`config.mk`:
```
export PLATFORM = sky130hd
export DESIGN_NAME = trace_sched
export DESIGN_NICKNAME = d
export VERILOG_FILES = /design/src/rtl/trace_sched.sv
export SDC_FILE = /design/constraint.sdc
export NUM_CORES = 2
export LEC_CHECK = 0
export BUFFER_PORTS_ARGS = -buffer_cell sky130_fd_sc_hd__buf_2
export CORE_ASPECT_RATIO = 1.5
export CORE_MARGIN = 5
export CORE_UTILIZATION = 57
export CTS_CLUSTER_DIAMETER = 120
export DETAILED_ROUTE_END_ITERATION = 8
export GPL_ROUTABILITY_DRIVEN = 0
export PLACE_DENSITY = 0.76
export SYNTH_ARGS = -nofsm -noshare
export SYNTH_HDL_FRONTEND = slang
export SYNTH_SLANG_ARGS = --single-unit
```
`constraint.sdc`:
```
create_clock -name clk_i -period 6 [get_ports clk_i]
set_input_delay 0 -clock clk_i [delete_from_list [all_inputs] [get_ports clk_i]]
set_output_delay 0 -clock clk_i [all_outputs]
set_load 0.05 [all_outputs]
```
`src/rtl/trace_sched.sv`:
```
// trace_sched: in-order retire-trace scheduler that holds late-writeback records
// and drains completed ones to a registered valid/ready trace stream.
module trace_sched #(
   parameter int DEPTH = 8,
   parameter int TMO   = 255
) (
   input  logic        clk_i,
   input  logic        rst_i,
   input  logic        ret_vld,
   output logic        ret_rdy,
   input  logic [31:0] ret_pc,
   input  logic        ret_rd_en,
   input  logic [4:0]  ret_rd_addr,
   input  logic [31:0] ret_rd_data,
   input  logic        ret_rd_pend,
   input  logic [2:0]  ret_mem_wen,
   input  logic [31:0] ret_mem_waddr,
   input  logic [31:0] ret_mem_wdata,
   input  logic        wb1_en,
   input  logic [4:0]  wb1_addr,
   input  logic [31:0] wb1_data,
   input  logic        wb2_en,
   input  logic [4:0]  wb2_addr,
   input  logic [31:0] wb2_data,
   output logic        out_vld,
   input  logic        out_rdy,
   output logic [31:0] out_pc,
   output logic [4:0]  out_rd,
   output logic [31:0] out_rd_data,
   output logic [2:0]  out_mem_wen,
   output logic [31:0] out_mem_waddr,
   output logic [31:0] out_mem_wdata,
   output logic        out_tmo,
   output logic [31:0] rec_cnt,
   output logic        err
);
   localparam int AW = $clog2(DEPTH);
   localparam int TW = TMO > 0 ? $clog2(TMO + 1) : 1;

   typedef struct packed {
      logic [31:0] pc;
      logic [4:0]  rd;
      logic [31:0] data;
      logic        pend;
      logic        tmo;
      logic [2:0]  wen;
      logic [31:0] waddr;
      logic [31:0] wdata;
   } rec_t;

   rec_t          mem [DEPTH];
   rec_t          in_rec, hd_rec, nx;
   logic [AW-1:0] head, tail, nh;
   logic [AW:0]   cnt, rem;
   logic [31:0]   pend;
   logic [AW-1:0] ptr [32];
   logic [TW-1:0] tcnt;
   logic          rd_w, rec, full, push, pop, w1, w2, e1, e2, hpend, fire, hit1, hit2, vld_n;

   always_comb begin
      rd_w    = ret_rd_en & (ret_rd_addr != '0);
      rec     = rd_w | (|ret_mem_wen);
      full    = cnt == (AW+1)'(DEPTH);
      ret_rdy = !full & !(rd_w & pend[ret_rd_addr]);
      push    = ret_vld & ret_rdy & rec;
      pop     = out_vld & out_rdy;
      w2      = wb2_en & (wb2_addr != '0) & pend[wb2_addr];
      w1      = wb1_en & (wb1_addr != '0) & pend[wb1_addr] & !(w2 & (wb1_addr == wb2_addr));
      e1      = wb1_en & (wb1_addr != '0) & !pend[wb1_addr];
      e2      = wb2_en & (wb2_addr != '0) & !pend[wb2_addr];
      hd_rec  = mem[head];
      hpend   = (cnt != '0) & hd_rec.pend;
      // a writeback landing in the expiry cycle wins over the timeout
      fire    = (TMO != 0) & hpend & (tcnt == TW'(TMO))
              & !(w1 & (wb1_addr == hd_rec.rd)) & !(w2 & (wb2_addr == hd_rec.rd));
      in_rec.pc    = ret_pc;
      in_rec.rd    = rd_w ? ret_rd_addr : '0;
      in_rec.pend  = rd_w & ret_rd_pend;
      in_rec.data  = (rd_w & !ret_rd_pend) ? ret_rd_data : '0;
      in_rec.tmo   = 1'b0;
      in_rec.wen   = ret_mem_wen;
      in_rec.waddr = |ret_mem_wen ? ret_mem_waddr : '0;
      in_rec.wdata = ret_mem_wen[0] ? {24'd0, ret_mem_wdata[7:0]} :
                     ret_mem_wen[1] ? {16'd0, ret_mem_wdata[15:0]} :
                     ret_mem_wen[2] ? ret_mem_wdata : '0;
      nh      = head + AW'(pop);
      rem     = cnt - (AW+1)'(pop);
      // next head contents, with this cycle's push/writeback/timeout merged in
      nx      = (rem == '0) ? in_rec : mem[nh];
      hit1    = w1 & (ptr[wb1_addr] == nh) & (rem != '0);
      hit2    = w2 & (ptr[wb2_addr] == nh) & (rem != '0);
      nx.data = fire ? '0 : hit2 ? wb2_data : hit1 ? wb1_data : nx.data;
      nx.pend = nx.pend & !hit1 & !hit2 & !fire;
      nx.tmo  = nx.tmo | fire;
      vld_n   = (rem == '0) ? (push & !in_rec.pend) : !nx.pend;
   end

   always_ff @(posedge clk_i) begin
      if (push) mem[tail] <= in_rec;
      if (w1) begin
         mem[ptr[wb1_addr]].data <= wb1_data;
         mem[ptr[wb1_addr]].pend <= 1'b0;
      end
      if (w2) begin
         mem[ptr[wb2_addr]].data <= wb2_data;
         mem[ptr[wb2_addr]].pend <= 1'b0;
      end
      if (fire) begin
         mem[head].data <= '0;
         mem[head].pend <= 1'b0;
         mem[head].tmo  <= 1'b1;
      end
   end

   always_ff @(posedge clk_i) begin
      if (rst_i) begin
         head          <= '0;
         tail          <= '0;
         cnt           <= '0;
         pend          <= '0;
         tcnt          <= '0;
         rec_cnt       <= '0;
         err           <= 1'b0;
         out_vld       <= 1'b0;
         out_pc        <= '0;
         out_rd        <= '0;
         out_rd_data   <= '0;
         out_mem_wen   <= '0;
         out_mem_waddr <= '0;
         out_mem_wdata <= '0;
         out_tmo       <= 1'b0;
      end else begin
         head    <= nh;
         tail    <= tail + AW'(push);
         cnt     <= rem + (AW+1)'(push);
         if (w1) pend[wb1_addr] <= 1'b0;
         if (w2) pend[wb2_addr] <= 1'b0;
         if (fire) pend[hd_rec.rd] <= 1'b0;
         if (push & in_rec.pend) begin
            pend[ret_rd_addr] <= 1'b1;
            ptr[ret_rd_addr]  <= tail;
         end
         tcnt          <= (pop | !hpend | fire) ? '0 : tcnt + TW'(1);
         rec_cnt       <= rec_cnt + 32'(pop);
         err           <= err | e1 | e2;
         out_vld       <= vld_n;
         out_pc        <= nx.pc;
         out_rd        <= nx.rd;
         out_rd_data   <= nx.data;
         out_mem_wen   <= nx.wen;
         out_mem_waddr <= nx.waddr;
         out_mem_wdata <= nx.wdata;
         out_tmo       <= nx.tmo;
      end
   end
endmodule

```
## Word level (Yosys, flattened, before mapping)

Memory sizes are Yosys's and may differ from the RTL's. A register that Yosys moved wholly into a read port is not among the register bits.
Index checks and enable logic that the tools add are counted.

| storage, ports and cells | value |
|---|---|
| logic and storage cells | 152 |
| output and inout port bits | 172 |
| memories | 2 |
| bits in writable memories | 1200 |
| register bits after elaboration | 221 |
| input bits | 218 |

| operators by class | value |
|---|---|
| order comparisons | 8 |
| add/sub/neg operators | 6 |
| reduce and logical (&&, ||, !) cells | 27 |
| equality and inequality tests | 7 |
| bitwise logic cells | 44 |
| muxes and demuxes | 43 |

Memory list:

| name | depth | width | read ports | clocked after memory_dff | write ports | line | RTL |
|---|---|---|---|---|---|---|---|
| mem | 8 | 138 | 2 | 1 | 4 | 51 | `rec_t mem [DEPTH];` |
| ptr | 32 | 3 | 2 | 0 | 1 | 56 | `logic [AW-1:0] ptr [32];` |

Operators with widths:

| kind | number |
|---|---|
| $mux 32 | 14 |
| $mux 138 | 1 |
| $and 32x32->32 | 3 |
| $not 32->32 | 3 |
| $add 32x1->32 | 1 |
| $or 32x32->32 | 1 |
| $and 1x1->1 | 31 |
| $lt 5x6->1 const B | 4 |
| $demux 1 s5 | 4 |
| $ge 5x1->1 const B | 4 |
| $mux 1 | 19 |
| $bmux 1 s5 | 3 |
| $eq 5x5->1 | 3 |
| $reduce_bool 5->1 | 3 |
| $logic_not 1->1 | 14 |
| $add 8x1->8 const B | 1 |
| $eq 8x8->1 const B | 1 |
| $reduce_bool 4->1 | 2 |
| $add 3x1->3 | 2 |
| $eq 3x3->1 | 2 |
| $or 1x1->1 | 6 |
| $mux 5 | 1 |
| $add 4x1->4 | 1 |
| $eq 4x4->1 const B | 1 |
| 6 further kinds | 10 |

## Logic depth before layout (Yosys ltp)

| logic depth | value |
|---|---|
| depth in word-level cells | 16 |
| gate-level depth with buffers | 15 |
| mapped depth without buffers | 10 |

## Least setup slack after synthesis

Ideal clock, no wire load.

| timing path | value |
|---|---|
| kind | input to register |
| start | input port ret_rd_addr[4] |
| end | memory mem[3][77] (netlist bit) |
| library setup time | 0.134 ns |
| cell stages on the path | 12 |
| arrival | 5.278 ns |
| path slack | 0.588 ns |
| required time | 5.866 ns |
| cell sequence | clkbuf_1 > or3_1 > clkbuf_1 > o31a_1 > or2_1 > a21oi_1 > nand2_1 > inv_2 > clkbuf_1 > nand3_1 > o211ai_1 > a211oi_1 |

RTL lines:

| element | line | RTL |
|---|---|---|
| start: declaration | 13 | `input logic [4:0] ret_rd_addr,` |
| end: declaration | 51 |  |

==> out/summary.txt <==
Outcome: complete, no violations
WL final: 205,000 um
Clk sinks: 1,421
Chip Width: 281 um
Global route overflow: 0
Commonest non-fill, non-tap cell in the layout: edfxtp_1
Max cap viols: 0
Drt drc: 0
Worst clock skew: 0.0375 ns
Slew headroom: 0.107
Vias in the first global route: 48,803
Site Rows: 149
Async set or reset register ratio after synthesis: 0
Vias: 48,314
Post-synth top flop: edfxtp_1
Crit Path Class: in -> reg
Clock power frac: 0.301
Initial antenna violation count: 16
Compound-Gate Fraction of Synth Area: 0.108
CTS Hold Bufs: 282
Largest family of logic cells by synthesized area: multiplexers
Most frequent cells in the layout: 928 x edfxtp_1, 610 x nand2_1, 491 x dfxtp_1
Simple-Gate Fraction of Synth Area: 0.114
Crit path required time: 6.71 ns
DR pass1 iterations: 9
Power per cell area: 404 mW/mm^2
Buffer depth of the longest clock path: 3
Count of cell types in the netlist: 79
Skew-Pair Late Insertion Delay: 0.78 ns
Nets: 5,603
Final Cycle Share: 0.883
Clock root buffer: clkbuf_16
CP peak stage delay: 0.80 ns
Synth warn: 0
Initial detailed-routing violation count: 6,059
I/O Pins: 390
Internal: 19,800 uW
Number of vias per cell: 6.97
Overall Global Routing Usage: 0.340
Flop pwr share: 0.407
Fin. max-slew vios: 0
Final Hold Fails: 0
Hold/Removal Path Class: in -> reg
Synth Area in XOR/XNOR: 0.00849
Layout cell share with drive strength beyond 1: 0.198
Fin crit period: 5.30 ns
Syn avg cell area: 12.8 sq um
Wire length per cell: 29.5 um
CP Cell Sequence: dlygate4sd3_1 -> buf_2 -> or4b_2 -> o22ai_1 -> nor4_1 -> a21boi_2 -> nand3_1 -> nand2b_1 -> buf_4 -> nand2_1 -> nor2_2 -> buf_4 -> a221oi_1 -> dlygate4sd3_1
H-tree lvl count: 4
Crit Path Max Fanout: 35
RSZ-0062 raised after global routing: false
Clock transition at path regs: 0.06 ns
Leak Pwr: 0.0261 uW
Startpoint types: input pin
TritonCTS clock tree: built
Slowest CP cell: or4b_2
Die Ht: 417 um
Setup Buffers After CTS: 0
Worst-margin pin slew: 1.33 ns
Mapped Cells: 4,924
Port Buffer Count: 389
WP data arrival: 6.01 ns
Final setup vio count: 0
Finished Core Util: 0.668
Initial core utilization: 0.573
CP delay by family, top: buffers and inverters
Sw Share: 0.332
Max Fclk: 0.189 GHz
Psw: 9830 uW
Setup TNS: 0 ns
Final Non-Filler Cells: 6,933
Post_cts resized: 0
Mapped cell area: 0.0629 sq mm
Combinational share of power: 0.293
CP endpoint kind: flop
Core area: 0.110 sq mm
First-pass GRT wire length: 303,000 um
Area Growth Syn to Fin: 16.6%
HPWL Detailed: 113,000 um
Largest net degree at the start of global routing: 140
Peak VDD IR: 466 uV
Critical path buffers and inverters: 5
CTS Buf Count: 135
FILL cells: 7,512
Die area: 0.117 sq mm
Mux cell area share after synthesis: 0.133
Post-Synth Adder-Cell Area: 0.00219
Placed cell count: 6,389
ANT nets after route: 0
#FFs+latches synth: 1,421
Post-synth EDFFs: 928
Register area share after synthesis: 0.600
-- sequential cells by signal, summed over array words and instances, names as in the netlist --
signal	cells
out_mem_waddr	32
head	3
tcnt	8
out_rd_data	32
cnt	4
tail	3
out_mem_wdata	32
out_mem_wen	3
err	1
out_rd	5
rec_cnt	32
out_vld	1
pend	32
mem	1104
out_pc	32
out_tmo	1
ptr	96
-- layout make-up --
| class | instances | area, sq um | area share |
|---|---|---|---|
| inverter | 56 | 250 | 0.00341 |
| antenna | 12 | 30.0 | 0.000409 |
| clock buffer | 182 | 3820 | 0.0521 |
| clock inverter | 68 | 807 | 0.0110 |
| timing repair buffer | 772 | 5710 | 0.0779 |
| sequential | 1421 | 37700 | 0.514 |
| multi-input combinational | 2988 | 23200 | 0.316 |
| tap | 1434 | 1790 | 0.0245 |
-- synthesized netlist by cell type (24+ instances only) --
cell / number / share of area
edfxtp_1: 928 / 0.44
nand2_1: 611 / 0.036
dfxtp_1: 493 / 0.16
nor2_1: 345 / 0.021
clkbuf_1: 293 / 0.017
mux4_2: 284 / 0.10
mux2i_1: 192 / 0.031
o22ai_1: 142 / 0.014
a221oi_1: 139 / 0.019
a21oi_1: 126 / 0.010
o221ai_1: 120 / 0.017
a311oi_1: 112 / 0.016
nor3_1: 106 / 0.0084
and2_1: 83 / 0.0083
buf_2: 76 / 0.0060
a31oi_1: 75 / 0.0075
nand3_1: 71 / 0.0056
o21ai_0: 68 / 0.0054
buf_1: 65 / 0.0039
inv_1: 52 / 0.0031
nand4_1: 52 / 0.0052
a211oi_1: 44 / 0.0052
xor2_1: 39 / 0.0054
and3_1: 32 / 0.0032
o211ai_1: 24 / 0.0029
-- power by group through the flow --
stage / combinational (uW) / clock, uW / sequential [uW]
finish: 8670 / 8920 / 12100
global route: 9230 / 9440 / 12100
CTS: 8540 / 8970 / 12000
detailed placement: 8250 / 0 / 12200
global placement: 8110 / 0 / 12200
floorplan: 4950 / 0 / 13300
-- cell families (layout without fill, tap and decap cells) --
kind of cell / after synthesis / in the layout
AO/OA/AOI/OAI: 934 / 934
XOR/XNOR: 61 / 61
adder cells (fa/ha/maj): 11 / 11
buffers and inverters: 517 / 1078
flip-flops: 1421 / 1421
multiplexers: 479 / 479
other: 1 / 15
AND/OR/NAND/NOR: 1500 / 1500
-- path summary, 6_finish.rpt --
kind	start	endpoint	slack (ns)	cells after the start
setup / recovery	wb2_addr[0]	mem[4][89]	0.70	14
hold / removal	ret_pc[28]	mem[3][134]	0.07	2
setup reg to reg	ptr[26][1]	mem[5][100]	0.86	10
hold reg to reg	mem[6][67]	mem[6][67]	0.46	1
-- routing by layer --
metal,track usage,part of all wire
met1,0.417,0.34
met2,0.544,0.47
met3,0.0907,0.12
met4,0.202,0.074
met5,0,0.00020
-- through the flow --
stage,area [sq um],hold WS [ns],power [uW],setup slack (ns)
after detailed placement,65900,0.284,20500,1.29
after CTS,73300,0.000933,29500,1.05
after global placement,65900,0.282,20300,1.36
final,73400,0.0659,29600,0.702
after floorplan,62900,0.0989,18300,0.588
after global routing,73300,0.0362,30800,0.654
No activity file was read; power rests on OpenSTA's default activity.
